$ cat src/rtl/gamepad_rx_if.sv
// Pin and register-file bundle for the serial gamepad receiver.
// slave is the receiver side; master is whoever drives the pins and reads the results.
interface gamepad_rx_if #(
    parameter int CHANNELS = 2,
    parameter int BITS     = 12
);
    logic                     enable;
    logic                     game_latch;
    logic                     game_clk;
    logic [CHANNELS-1:0]      game_data;
    logic                     err_clr;
    logic [CHANNELS*BITS-1:0] buttons;
    logic [CHANNELS-1:0]      present;
    logic                     update;
    logic                     timeout_err;

    modport master (
        output enable, game_latch, game_clk, game_data, err_clr,
        input  buttons, present, update, timeout_err
    );

    modport slave (
        input  enable, game_latch, game_clk, game_data, err_clr,
        output buttons, present, update, timeout_err
    );
endinterface

$ cat src/rtl/gamepad_rx.sv
// Multi-channel serial gamepad receiver: synchronises the pad pins, captures
// one frame per latch into per-channel shift registers and commits decoded buttons.
//
// state   | meaning
// IDLE    | waiting for a latch edge; game_clk edges ignored
// CAPTURE | shifting one bit per game_clk edge, stall timer running
// COMMIT  | one cycle: publish buttons/present and pulse update
module gamepad_rx #(
    parameter int CHANNELS       = 2,
    parameter int BITS           = 12,
    parameter int SYNC_STAGES    = 2,
    parameter int TIMEOUT_CYCLES = 4096
) (
    input logic         clk,
    input logic         rst_n,
    gamepad_rx_if.slave bus
);
    localparam int CNT_W = $clog2(BITS);
    localparam int TMO_W = $clog2(TIMEOUT_CYCLES);
    localparam logic [CNT_W-1:0] LAST_BIT = CNT_W'(BITS - 1);
    localparam logic [TMO_W-1:0] TMO_LOAD = TMO_W'(TIMEOUT_CYCLES - 1);

    typedef enum logic [1:0] {IDLE, CAPTURE, COMMIT} state_t;

    state_t state_q, state_d;

    logic [SYNC_STAGES-1:0] latch_sync, clk_sync;
    logic [SYNC_STAGES-1:0] data_sync [CHANNELS];
    logic                   latch_prev, clk_prev;
    logic                   latch_rise, clk_rise;
    logic [CHANNELS-1:0]    data_s;

    logic [BITS-1:0]          shift_q [CHANNELS];
    logic [CNT_W-1:0]         bit_cnt;
    logic [TMO_W-1:0]         tmo_cnt;
    logic [CHANNELS*BITS-1:0] buttons_q;
    logic [CHANNELS-1:0]      present_q;
    logic                     update_q, err_q;

    logic clear_frame, do_shift, do_timeout, do_commit;

    always_ff @(posedge clk or negedge rst_n) begin
        if (!rst_n) begin
            latch_sync <= '0;
            clk_sync   <= '0;
            latch_prev <= 1'b0;
            clk_prev   <= 1'b0;
            for (int c = 0; c < CHANNELS; c++) data_sync[c] <= '0;
        end else begin
            latch_sync <= {latch_sync[SYNC_STAGES-2:0], bus.game_latch};
            clk_sync   <= {clk_sync[SYNC_STAGES-2:0], bus.game_clk};
            latch_prev <= latch_sync[SYNC_STAGES-1];
            clk_prev   <= clk_sync[SYNC_STAGES-1];
            for (int c = 0; c < CHANNELS; c++)
                data_sync[c] <= {data_sync[c][SYNC_STAGES-2:0], bus.game_data[c]};
        end
    end

    assign latch_rise = latch_sync[SYNC_STAGES-1] & ~latch_prev;
    assign clk_rise   = clk_sync[SYNC_STAGES-1] & ~clk_prev;

    for (genvar g = 0; g < CHANNELS; g++) begin : g_data
        assign data_s[g] = data_sync[g][SYNC_STAGES-1];
    end

    always_ff @(posedge clk or negedge rst_n) begin
        if (!rst_n) state_q <= IDLE;
        else        state_q <= state_d;
    end

    // A latch edge always wins over a coincident clock edge.
    always_comb begin
        state_d     = state_q;
        clear_frame = 1'b0;
        do_shift    = 1'b0;
        do_timeout  = 1'b0;
        do_commit   = 1'b0;
        if (!bus.enable) begin
            state_d = IDLE;
        end else begin
            case (state_q)
                IDLE: begin
                    if (latch_rise) begin
                        clear_frame = 1'b1;
                        state_d     = CAPTURE;
                    end
                end
                CAPTURE: begin
                    if (latch_rise) begin
                        clear_frame = 1'b1;
                    end else if (clk_rise) begin
                        do_shift = 1'b1;
                        if (bit_cnt == LAST_BIT) state_d = COMMIT;
                    end else if (tmo_cnt == TMO_W'(1)) begin
                        do_timeout = 1'b1;
                        state_d    = IDLE;
                    end
                end
                COMMIT: begin
                    do_commit = 1'b1;
                    state_d   = IDLE;
                end
                default: state_d = IDLE;
            endcase
        end
    end

    // Stall timer counts down from TIMEOUT_CYCLES-1; terminal count fires the timeout.
    always_ff @(posedge clk or negedge rst_n) begin
        if (!rst_n) begin
            bit_cnt <= '0;
            tmo_cnt <= TMO_LOAD;
            for (int c = 0; c < CHANNELS; c++) shift_q[c] <= '0;
        end else if (clear_frame) begin
            bit_cnt <= '0;
            tmo_cnt <= TMO_LOAD;
            for (int c = 0; c < CHANNELS; c++) shift_q[c] <= '0;
        end else if (do_shift) begin
            bit_cnt <= bit_cnt + CNT_W'(1);
            tmo_cnt <= TMO_LOAD;
            for (int c = 0; c < CHANNELS; c++)
                shift_q[c] <= {data_s[c], shift_q[c][BITS-1:1]};
        end else if (state_q == CAPTURE) begin
            tmo_cnt <= tmo_cnt - TMO_W'(1);
        end
    end

    always_ff @(posedge clk or negedge rst_n) begin
        if (!rst_n) begin
            buttons_q <= '0;
            present_q <= '0;
            update_q  <= 1'b0;
            err_q     <= 1'b0;
        end else begin
            update_q <= do_commit;
            if (do_commit) begin
                for (int c = 0; c < CHANNELS; c++) begin
                    buttons_q[c*BITS +: BITS] <= ~shift_q[c];
                    present_q[c]              <= ~&shift_q[c];
                end
            end
            if (do_timeout)       err_q <= 1'b1;
            else if (bus.err_clr) err_q <= 1'b0;
        end
    end

    assign bus.buttons     = buttons_q;
    assign bus.present     = present_q;
    assign bus.update      = update_q;
    assign bus.timeout_err = err_q;
endmodule
$ cat src/flat_wrapper.sv
// flat-port wrapper written by rule: the top's interface ports become plain ports
module gamepad_rx_flat 
#(
    parameter int CHANNELS       = 2,
    parameter int BITS           = 12,
    parameter int SYNC_STAGES    = 2,
    parameter int TIMEOUT_CYCLES = 4096
)
  (clk, rst_n, bus_enable, bus_game_latch, bus_game_clk, bus_game_data, bus_err_clr, bus_buttons, bus_present, bus_update, bus_timeout_err);
  gamepad_rx_if #(.CHANNELS(CHANNELS), .BITS(BITS)) bus_i ();
  input logic clk;
  input logic rst_n;
  input wire logic [$bits(bus_i.enable)-1:0] bus_enable;
  input wire logic [$bits(bus_i.game_latch)-1:0] bus_game_latch;
  input wire logic [$bits(bus_i.game_clk)-1:0] bus_game_clk;
  input wire logic [$bits(bus_i.game_data)-1:0] bus_game_data;
  input wire logic [$bits(bus_i.err_clr)-1:0] bus_err_clr;
  output wire logic [$bits(bus_i.buttons)-1:0] bus_buttons;
  output wire logic [$bits(bus_i.present)-1:0] bus_present;
  output wire logic [$bits(bus_i.update)-1:0] bus_update;
  output wire logic [$bits(bus_i.timeout_err)-1:0] bus_timeout_err;
  assign bus_i.enable = bus_enable;
  assign bus_i.game_latch = bus_game_latch;
  assign bus_i.game_clk = bus_game_clk;
  assign bus_i.game_data = bus_game_data;
  assign bus_i.err_clr = bus_err_clr;
  assign bus_buttons = bus_i.buttons;
  assign bus_present = bus_i.present;
  assign bus_update = bus_i.update;
  assign bus_timeout_err = bus_i.timeout_err;
  gamepad_rx #(.CHANNELS(CHANNELS), .BITS(BITS), .SYNC_STAGES(SYNC_STAGES), .TIMEOUT_CYCLES(TIMEOUT_CYCLES)) u_core (.clk(clk), .rst_n(rst_n), .bus(bus_i));
endmodule
$ cat config.mk
export PLATFORM = sky130hd
export DESIGN_NAME = gamepad_rx_flat
export DESIGN_NICKNAME = d
export VERILOG_FILES = /design/src/rtl/gamepad_rx_if.sv /design/src/rtl/gamepad_rx.sv /design/src/flat_wrapper.sv
export SDC_FILE = /design/constraint.sdc
export NUM_CORES = 1
export LEC_CHECK = 0
export CAP_MARGIN = 0
export CORE_AREA = 8 8 86 88
export DETAILED_ROUTE_END_ITERATION = 6
export DIE_AREA = 0 0 94 96
export GPL_TIMING_DRIVEN = 0
export PLACE_DENSITY = 0.86
export SYNTH_ARGS = -nofsm -noshare
export SYNTH_HDL_FRONTEND = slang
export SYNTH_SLANG_ARGS = --single-unit
export TNS_END_PERCENT = 30
$ cat constraint.sdc
create_clock -name clk -period 1.8 [get_ports clk]
set_input_delay 0.45 -clock clk [delete_from_list [all_inputs] [get_ports clk]]
set_output_delay 0.45 -clock clk [all_outputs]
set_load 0.005 [all_outputs]
==> results of run 1 <==
==> sequential cells by signal, summed over array words and instances, names as in the netlist <==
signal / flops
u_core.bit_cnt: 4
u_core.bus.buttons: 24
u_core.bus.present: 2
u_core.bus.timeout_err: 1
u_core.bus.update: 1
u_core.clk_prev: 1
u_core.clk_sync: 2
u_core.data_s: 2
u_core.data_sync: 2
u_core.latch_prev: 1
u_core.latch_sync: 2
u_core.shift_q: 24
u_core.state_q: 2
u_core.tmo_cnt: 12
==> routing by layer <==
metal	GRT usage [%]	routed length (um)
met3	3.67	404
met2	28.1	3440
met1	18.7	2840
met4	9.64	191
met5	0	0
==> how the worst min path moves through the flow <==
stage / start / slack, ns / to / cells past startpoint
floorplan: rst_n / 0.15 / u_core.bit_cnt[0] / 0
global placement: u_core.latch_sync[0] / 0.33 / u_core.latch_sync[1] / 0
detailed placement: rst_n / 0.30 / u_core.latch_sync[0] / 1
CTS: u_core.clk_sync[0] / 0.35 / u_core.clk_sync[1] / 0
global route: u_core.clk_sync[0] / 0.36 / u_core.clk_sync[1] / 0
finish: u_core.clk_sync[0] / 0.35 / u_core.clk_sync[1] / 0
==> stage by stage <==
stage          power [mW]  setup WS (ns)  setup TNS (ns)
6_report             3.63         0.0827               0
5_1_grt              3.76        0.00491               0
4_1_cts              3.65        0.00383               0
3_5_place_dp         2.18         -0.426          -13.83
3_3_place_gp         2.16          -2.31         -184.95
2_1_floorplan        2.07          0.237               0
==> worst register-to-register path, cell delays in order (launching register included) <==
cell and delay [ns]:
dfrtp_1 0.45, nand3b_2 0.33, or3_1 0.38, buf_2 0.17, buf_6 0.14, nand2_1 0.08, a21oi_1 0.07
==> power by group through the flow <==
| stage | Combinational (mW) | Clock [mW] | Sequential, mW |
|---|---|---|---|
| floorplan | 0.133 | 0 | 1.94 |
| global placement | 0.208 | 0 | 1.95 |
| detailed placement | 0.222 | 0 | 1.95 |
| CTS | 0.227 | 1.50 | 1.92 |
| global route | 0.260 | 1.57 | 1.93 |
| finish | 0.226 | 1.48 | 1.92 |
==> cells in the final DEF (no fill, tap or decap), drive strengths merged, types with 3 or more instances in the layout <==
master / n
inv: 9
nor4: 4
nor2: 3
nor2b: 3
xnor2: 4
clkbuf: 16
o2111ai: 5
ha: 3
nand4: 7
nand2b: 3
xor2: 4
dfrtp: 68
o21ai: 33
nand3: 3
a21oi: 24
dfstp: 12
nand2: 81
buf: 13
clkdlybuf4s50: 33
nor3: 6
==> kinds of logic (layout without fill, tap and decap cells) <==
| kind of cell | after synthesis | count (layout) | share of synthesized area [%] |
|---|---|---|---|
| and+or+nand+nor | 123 | 123 | 18.2 |
| DFF | 80 | 80 | 62.3 |
| muxes | 1 | 1 | 0.309 |
| xor gates and xnor gates | 8 | 8 | 2.16 |
| AOI/OAI and AO/OA | 71 | 71 | 12.8 |
| adders and majority gates | 3 | 3 | 1.16 |
| buffers and inverters | 21 | 77 | 3.13 |
==> area by class of cell <==
| cell class | count | area [um2] | share of cell area, % |
|---|---|---|---|
| Sequential cell | 80 | 2020 | 50.7 |
| Clock buffer | 9 | 124 | 3.11 |
| Clock inverter | 7 | 101 | 2.55 |
| Multi-Input combinational cell | 206 | 1130 | 28.3 |
| Tap cell | 77 | 96.3 | 2.42 |
| Timing Repair Buffer | 40 | 410 | 10.3 |
| Inverter | 6 | 22.5 | 0.566 |
| Buffer | 15 | 81.3 | 2.04 |
==> repair_timing <==
action,4_1_cts,5_1_grt
gates cloned,0,0
pin swaps,0,2
endpoints found under the hold margin,1,0
resized for setup,1,5
hold buffers,1,0
setup endpoints to repair,10,23
setup buffers,0,3
==> summary.txt, run 1 <==
Die height - 96 um
Synthesized flop and latch total - 80
Clock Latency Late Sink - 0.36 ns
Setup Viol. Count Final - 0
I/O Buffers - 35
Leak pwr - 1.73 nW
Status - complete, no violations
Min Hold Slack - 0.352 ns
Fin nets - 369
Largest net degree at the start of global routing - 70
GR Util All Layers - 16.4%
Fmax - 0.582 GHz
Synth Flop Type - dfrtp_1
Filler cells - 461
Placed wire-length estimate - 4700 um
Comb pwr share - 6.2%
Synth warnings - 0
Final Hold Vio Count - 0
Avg Inst Size Synth - 10.5 um2
H-tree depth - 3
Post-layout util - 65.3%
Sequential share of power - 53.1%
Diodes inserted - 0
Critical Path Start - u_core.state_q[1]
Worst r2r dst - u_core.shift_q[1]
Residual DRC count - 0
Crit path arrival time - 1.96 ns
Slowest CP cell - dfrtp_1
Seq/Total Area, Yosys - 62.3%
Top-count cell post-synth - nand2_1
TritonRoute pass-1 iters - 4
Family with the most delay on the worst path - simple AND/OR/NAND/NOR gates
CTS buffer count - 9
Worst Setup Path Type - reg -> reg
Pins Over Slew Limit - 0
Dpl cells - 420
Clock power share - 40.7%
Critical Path RT - 2.04 ns
Design area - 0.00398 mm2
R2r setup slk - 0.08 ns
Detailed Route WL - 6880 um
Grt ovf - 0
Fin crit share - 95.4%
VDD IR max - 0.000723 V
Worst Reg-to-Reg Cells - 6
Post-Layout Cell Count - 440
Worst slew margin - 56.7%
Crit end category - flop
CTS tree - done
Max-cap viol count - 0
RD Place Congestion - 0.885
Vias per cell - 5.54
Post-synth ARST share - 100%
IO Count - 36
Initial Util - 53.1%
Root buf cell - clkbuf_8
Post-DP Area - 0.00371 mm2
WP buf/inv - 2
Sink Count - 80
Post-Syn Area - 0.00324 mm2
WL per Instance - 15.6 um
Crit start category - flop
Unrepaired setup endpoints after global routing - no
Worst r2r src - u_core.state_q[1]
Vias in the first global route - 2442
1st-iter DRT viols - 109
Synth Instances - 307
Most frequent cells after synthesis - nand2_1, dfrtp_1, o21ai_0, a21oi_1, dfstp_2
Synthesis-to-finish area growth - 22.9%
P_sw - 0.871 mW
Netlist cell types - 45
Critical path fanouts, max - 10
Worst Max-Slew Pin Slew - 0.643 ns
Antenna viol nets, final - 0
Switching portion of total power - 24.0%
Hold WC Path Type - reg -> reg
Layout cells sized above 1 - 14.0%
Stages on worst setup path - 6
Clock transition at path regs - 0.08 ns
Die X-Extent - 94 um
Pwr dens - 911 mW/mm2
Synth top area share - 52.6%
Full die area - 0.00902 mm2
Antenna violations before repair - 0
Post-route minimum period - 1.72 ns
Int Pwr - 2.75 mW
Via count - 2436
Core area - 0.00610 mm2
Area leader, netlist - dfrtp_1
Clk_skew - 0.0123 ns
Syn nets - 318
First-pass GRT wire length - 11400 um
Post-synth EDFFs - 0
Top cells by area, synth - dfrtp_1, dfstp_2, nand2_1
Crit-path cells - nand3b_2 -> or3_1 -> buf_2 -> buf_6 -> nand2_1 -> a21oi_1
Cell row count - 29
Worst path max stage delay - 0.45 ns
Critical Path End - u_core.shift_q[1]
Largest buffer count on any clock path - 2
No activity file was read; power rests on OpenSTA's default activity.
==> inputs of run 2 (changes only) <==
--- a/config.mk
+++ b/config.mk
@@ -5,7 +5,7 @@
 export SDC_FILE = /design/constraint.sdc
 export NUM_CORES = 1
 export LEC_CHECK = 0
-export CAP_MARGIN = 0
+export CAP_MARGIN = 20
 export CORE_AREA = 8 8 86 88
 export DETAILED_ROUTE_END_ITERATION = 6
 export DIE_AREA = 0 0 94 96
==> results of run 2 <==
Same layout as run 1: the final DEF is identical, and so are final timing and power.
